File: config.mk
export PLATFORM = sky130hd
export DESIGN_NAME = qpu_itcm_arbt
export DESIGN_NICKNAME = d
export VERILOG_FILES = /design/src/rtl/qpu_itcm_arbt.sv
export SDC_FILE = /design/constraint.sdc
export NUM_CORES = 1
export LEC_CHECK = 0
export CAP_MARGIN = 20
export CORE_AREA = 2 2 156 158
export CTS_CLUSTER_DIAMETER = 150
export DETAILED_ROUTE_END_ITERATION = 10
export DIE_AREA = 0 0 158 160
export PLACE_DENSITY = 0.49
export RECOVER_POWER = 25
export SLEW_MARGIN = 20
export SYNTH_ARGS = -nofsm -noshare
export SYNTH_HDL_FRONTEND = slang
export SYNTH_SLANG_ARGS = --single-unit
File: constraint.sdc
create_clock -name clk -period 3.36 [get_ports clk]
set_input_delay 1.008 -clock clk [delete_from_list [all_inputs] [get_ports clk]]
set_output_delay 1.008 -clock clk [all_outputs]
set_load 0.02 [all_outputs]
File: src/rtl/qpu_itcm_arbt.sv
// ITCM ICB arbiter: shares the single-outstanding ITCM port between the IFU fetch
// path and the external loader/debug port, and routes each response to its owner.
module qpu_itcm_arbt #(
  parameter int AW         = 16,
  parameter int DW         = 64,
  parameter int MW         = 8,
  parameter int STARVE_LIM = 4
) (
  input  logic          clk,
  input  logic          rst_n,

  input  logic          ifu_icb_cmd_valid,
  output logic          ifu_icb_cmd_ready,
  input  logic [AW-1:0] ifu_icb_cmd_addr,
  output logic          ifu_icb_rsp_valid,
  input  logic          ifu_icb_rsp_ready,
  output logic [DW-1:0] ifu_icb_rsp_rdata,
  output logic          ifu_holdup,

  input  logic          ext_icb_cmd_valid,
  output logic          ext_icb_cmd_ready,
  input  logic          ext_icb_cmd_read,
  input  logic [AW-1:0] ext_icb_cmd_addr,
  input  logic [DW-1:0] ext_icb_cmd_wdata,
  input  logic [MW-1:0] ext_icb_cmd_wmask,
  output logic          ext_icb_rsp_valid,
  input  logic          ext_icb_rsp_ready,
  output logic [DW-1:0] ext_icb_rsp_rdata,
  input  logic          ext_lock,

  output logic          itcm_icb_cmd_valid,
  input  logic          itcm_icb_cmd_ready,
  output logic          itcm_icb_cmd_read,
  output logic [AW-1:0] itcm_icb_cmd_addr,
  output logic [DW-1:0] itcm_icb_cmd_wdata,
  output logic [MW-1:0] itcm_icb_cmd_wmask,
  input  logic          itcm_icb_rsp_valid,
  output logic          itcm_icb_rsp_ready,
  input  logic [DW-1:0] itcm_icb_rsp_rdata,

  output logic          arbt_active
);

  localparam logic [0:0] ST_IDLE = 1'b0;
  localparam logic [0:0] ST_WAIT = 1'b1;
  localparam logic       SEL_IFU = 1'b0;
  localparam logic       SEL_EXT = 1'b1;
  localparam logic [3:0] LIM     = 4'(STARVE_LIM);

  logic [0:0] r_state;
  logic       r_owner;
  logic       r_gnt_hold;
  logic       r_gnt_sel;
  logic [3:0] r_starve_cnt;
  logic       r_ifu_holdup;

  logic       w_idle;
  logic       w_pri_sel;
  logic       w_sel;
  logic       w_sel_valid;
  logic       w_cmd_hs;
  logic       w_rsp_hs;
  logic       w_stall;

  assign w_idle = (r_state == ST_IDLE);

  // Fixed priority: lock, then starvation relief, then IFU, else ext.
  always_comb begin
    w_pri_sel = SEL_EXT;
    if (ext_lock) begin
      w_pri_sel = SEL_EXT;
    end else if (ext_icb_cmd_valid && (r_starve_cnt == LIM)) begin
      w_pri_sel = SEL_EXT;
    end else if (ifu_icb_cmd_valid) begin
      w_pri_sel = SEL_IFU;
    end else begin
      w_pri_sel = SEL_EXT;
    end
  end

  // A stalled command keeps its grant so the downstream fields stay stable.
  assign w_sel       = r_gnt_hold ? r_gnt_sel : w_pri_sel;
  assign w_sel_valid = (w_sel == SEL_EXT) ? ext_icb_cmd_valid : ifu_icb_cmd_valid;

  assign itcm_icb_cmd_valid = w_idle & w_sel_valid;
  assign itcm_icb_cmd_read  = (w_sel == SEL_EXT) ? ext_icb_cmd_read  : 1'b1;
  assign itcm_icb_cmd_addr  = (w_sel == SEL_EXT) ? ext_icb_cmd_addr  : ifu_icb_cmd_addr;
  assign itcm_icb_cmd_wdata = (w_sel == SEL_EXT) ? ext_icb_cmd_wdata : {DW{1'b0}};
  assign itcm_icb_cmd_wmask = (w_sel == SEL_EXT) ? ext_icb_cmd_wmask : {MW{1'b0}};

  assign ifu_icb_cmd_ready = w_idle & (w_sel == SEL_IFU) & itcm_icb_cmd_ready;
  assign ext_icb_cmd_ready = w_idle & (w_sel == SEL_EXT) & itcm_icb_cmd_ready;

  assign w_cmd_hs = itcm_icb_cmd_valid & itcm_icb_cmd_ready;
  assign w_stall  = itcm_icb_cmd_valid & ~itcm_icb_cmd_ready;

  // Responses go only to the owner; anything arriving while idle is dropped.
  assign ifu_icb_rsp_valid  = ~w_idle & (r_owner == SEL_IFU) & itcm_icb_rsp_valid;
  assign ext_icb_rsp_valid  = ~w_idle & (r_owner == SEL_EXT) & itcm_icb_rsp_valid;
  assign ifu_icb_rsp_rdata  = itcm_icb_rsp_rdata;
  assign ext_icb_rsp_rdata  = itcm_icb_rsp_rdata;
  assign itcm_icb_rsp_ready = ~w_idle &
                              ((r_owner == SEL_EXT) ? ext_icb_rsp_ready : ifu_icb_rsp_ready);
  assign w_rsp_hs           = itcm_icb_rsp_valid & itcm_icb_rsp_ready;

  assign ifu_holdup  = r_ifu_holdup;
  assign arbt_active = ifu_icb_cmd_valid | ext_icb_cmd_valid | (r_state == ST_WAIT);

  always_ff @(posedge clk) begin
    if (!rst_n) begin
      r_state    <= ST_IDLE;
      r_owner    <= SEL_IFU;
      r_gnt_hold <= 1'b0;
      r_gnt_sel  <= SEL_IFU;
    end else begin
      case (r_state)
        ST_IDLE: begin
          r_gnt_hold <= w_stall;
          if (w_stall) begin
            r_gnt_sel <= w_sel;
          end
          if (w_cmd_hs) begin
            r_owner <= w_sel;
            r_state <= ST_WAIT;
          end
        end
        ST_WAIT: begin
          if (w_rsp_hs) begin
            r_state <= ST_IDLE;
          end
        end
        default: r_state <= ST_IDLE;
      endcase
    end
  end

  // Starvation count and IFU data-holdup both follow command handshakes only.
  always_ff @(posedge clk) begin
    if (!rst_n) begin
      r_starve_cnt <= 4'd0;
      r_ifu_holdup <= 1'b0;
    end else if (w_cmd_hs) begin
      if (w_sel == SEL_EXT) begin
        r_starve_cnt <= 4'd0;
        r_ifu_holdup <= 1'b0;
      end else begin
        r_ifu_holdup <= 1'b1;
        if (ext_icb_cmd_valid && (r_starve_cnt < LIM)) begin
          r_starve_cnt <= r_starve_cnt + 4'd1;
        end
      end
    end
  end

endmodule

==> out/results.ini <==
[detailed_routing]
drt_pass1_iterations = 4
wl_per_cell_microns = 13.1
drt-initial-drc-count = 68
drt_wl_total_mm = 9.40
drc = 0
vias = 2041
viasPerCell = 2.85
ant_nets = 0

[placed_design]
dp_hpwl_mm = 7.45
post-place-ws_ns = -0.853
place_congestion = 0.694
numPlacedInstances = 707
io_buffers = 210

[pwr]
intPower_w = 0.000623
p_leak_nw = 1.57
peakVddDrop_v = 0.000133
combPwrFrac_pct = 67.0
switching_share_pct = 38.3
switchingPower_w = 0.000387
clkPwrFrac_pct = 21.1
p_per_area_mw_per_mm2 = 273
p_seq_share_pct = 11.9

[worst_setup_path]
crit_family = buffers and inverters
critPathArrivalTime_ns = 2.40
start_kind = primary input
cp.required_ns = 2.35
cp-end-kind = output pin
worst_path_max_delay_cell = or3b_4
max_stage_delay_ns = 0.39
critical_path_class = in2out
path_buf_inv = 3
crit_fanout = 8
crit_chain = buf_6, or3b_4, o21ai_4, buf_8, mux2_2, buf_2

[logic_synthesis]
ys_types = 35
synthAdderAreaFrac_pct = 1.10
yosys.area_share.simple_pct = 28.2
syn_inst = 298
syn_avg_cell_area_sq_um = 7.61
synth_xor_area_share_pct = 0
yosys_warnings = 0
synth_compound_area_share_pct = 6.73
synth_top_family_by_area = buffers and inverters
synth_seq_area_share_pct = 7.94
synth.net_count = 478
synthesis.area_sq_mm = 0.00227
muxShareOfSynthArea_pct = 8.38
synth-seq-cells = 9

[job]
maxCapViolCount = 0

[sta]
setup_violations = 7
worst_pin_slew_ns = 0.401
drv_slew = 0
finalClockSkew_ns = 0.00141
fin_crit_ns = 3.41
clock.fmax_ghz = 0.294
period_share_pct = 101
rsz0062_at_grt = yes
finalSetupTns_ns = -0.232
layout_setup_ws_ns = -0.0456
max_slew_margin_pct = 73.2
finalHoldViolCount = 0

[hold_path]
min_path_type = reg2reg

[grt]
grt_pass1_wl_mm = 13.1
first_global_vias = 2129
track_usage_pct = 6.76
grt_max_degree = 35
grt-ovfl-total = 0
antenna_found_initial = 1

[finish]
fill_cells = 2749
mostFrequentLayoutCell = clkdlybuf4s50_1
fin_cells = 715
layout_common_cells = clkdlybuf4s50_1, and2_1, buf_2, buf_6, buf_4
syn_to_final_growth_pct = 63.4
diodes = 0
drive_above_1_share_pct = 35.0
final_util_pct = 15.6
nNetsFinal = 572

[clocking]
htree_levels = 1
cts_tree = yes
cts_sinks = 9
clock_latency_ns = 0.24
cts_buffer_depth = 2
cts-root-buf = clkbuf_16
cts.clk_slew.worst_paths_ns = 0.04
cts_buffers = 3

[die]
core-area_sq_mm = 0.0238
die_h_microns = 160
initial_core_util_pct = 9.52
dieArea_sq_mm = 0.0253
rows = 57
die_w_microns = 158
pin_count = 403

[run_status]
violations = negative setup slack
outcome = finished, violations left

==> registers in the layout (all words and copies together), names as in the netlist <==
name          count
r_starve_cnt      4
r_gnt_sel         1
r_owner           1
ifu_holdup        1
r_gnt_hold        1
r_state           1
==> layer usage <==
layer  track usage, %  up-vias  wire length, microns
met5            0.992        -                     0
met4             3.15        0                   319
met3             3.28       36                  1080
met2             9.41      144                  3910
met1             8.60      869                  4100
li1                 -      992                     -
==> Yosys cell counts <==
master | instances | area, sq um
buf_4 | 129 | 968
and2_1 | 73 | 457
mux2_2 | 16 | 180
nor2_1 | 11 | 41.3
dfxtp_1 | 9 | 180
buf_6 | 7 | 78.8
nand2_1 | 7 | 26.3
inv_1 | 5 | 18.8
clkbuf_1 | 4 | 15.0
nand2b_1 | 3 | 18.8
a21boi_0 | 2 | 15.0
a21oi_1 | 2 | 10.0
and3_1 | 2 | 12.5
ha_1 | 2 | 25.0
nand3_1 | 2 | 10.0
nor2b_1 | 2 | 12.5
o21a_1 | 2 | 15.0
o21ai_0 | 2 | 10.0
o21ai_1 | 2 | 10.0
a2111oi_4 | 1 | 27.5
a21o_1 | 1 | 7.51
a32oi_1 | 1 | 8.76
and3b_1 | 1 | 8.76
and4b_1 | 1 | 10.0
mux2i_1 | 1 | 10.0
nand3b_1 | 1 | 7.51
nor3_2 | 1 | 10.0
o211ai_1 | 1 | 7.51
o21a_4 | 1 | 15.0
o21ai_2 | 1 | 8.76
o2bb2ai_1 | 1 | 8.76
o31a_1 | 1 | 8.76
or2b_1 | 1 | 7.51
or3_1 | 1 | 6.26
or3b_4 | 1 | 11.3
==> power by group through the flow <==
| stage | Clock (W) | Sequential [W] | Combinational (W) |
|---|---|---|---|
| after CTS | 0.000218 | 0.000120 | 0.000680 |
| after detailed placement | 0 | 0.000121 | 0.000717 |
| final | 0.000214 | 0.000120 | 0.000677 |
| after global routing | 0.000224 | 0.000120 | 0.000723 |
| after global placement | 0 | 0.000122 | 0.000718 |
| after floorplan | 0 | 0.000119 | 0.000545 |
==> logic make-up (layout without fill, tap and decap cells) <==
kind of cell             count (synthesis)  in the layout
adder cells (fa/ha/maj)                  2              2
flip-flops                               9              9
AO/OA/AOI/OAI                           18             18
multiplexers                            17             17
AND/OR/NAND/NOR                        107            107
buffers and inverters                  145            238
==> tightest hold or removal path, stage by stage, from the launching register on <==
cell and delay, ns:
dfxtp_1 0.32, nand2_1 0.06, o21ai_1 0.05
==> stage by stage <==
step / cell area (sq um) / total power [W] / hold WS [ns]
2_1_floorplan: 2270 / 0.000664 / 0.445
3_3_place_gp: 3840 / 0.000840 / 0.461
3_5_place_dp: 3840 / 0.000838 / 0.471
4_1_cts: 3710 / 0.00102 / 0.477
5_1_grt: 3710 / 0.00107 / 0.500
6_report: 3710 / 0.00101 / 0.474
==> worst paths after layout <==
path                                 to  slack [ns]             from  depth (start not counted)
setup / recovery  itcm_icb_cmd_addr[14]       -0.05         ext_lock                          6
hold / removal          r_starve_cnt[1]        0.47  r_starve_cnt[1]                          2
setup reg to reg                r_state        1.47  r_starve_cnt[0]                          9
hold reg to reg         r_starve_cnt[1]        0.47  r_starve_cnt[1]                          2
==> area by class of cell <==
class | count | area, sq um | share of cell area [%]
clock buffers | 4 | 78.8 | 2.13
well taps | 324 | 405 | 10.9
flip-flops and latches | 9 | 180 | 4.86
multi-input cells | 144 | 1050 | 28.3
repair buffers | 229 | 1970 | 53.3
inverters | 5 | 18.8 | 0.506
==> repair_timing <==
item,4_1_cts,5_1_grt
pin swaps,3,0
gates cloned,2,1
setup endpoints to repair,93,23
resized for setup,402,12
hold buffers,0,0
buffers inserted,1,0
No activity file was read; power rests on OpenSTA's default activity.
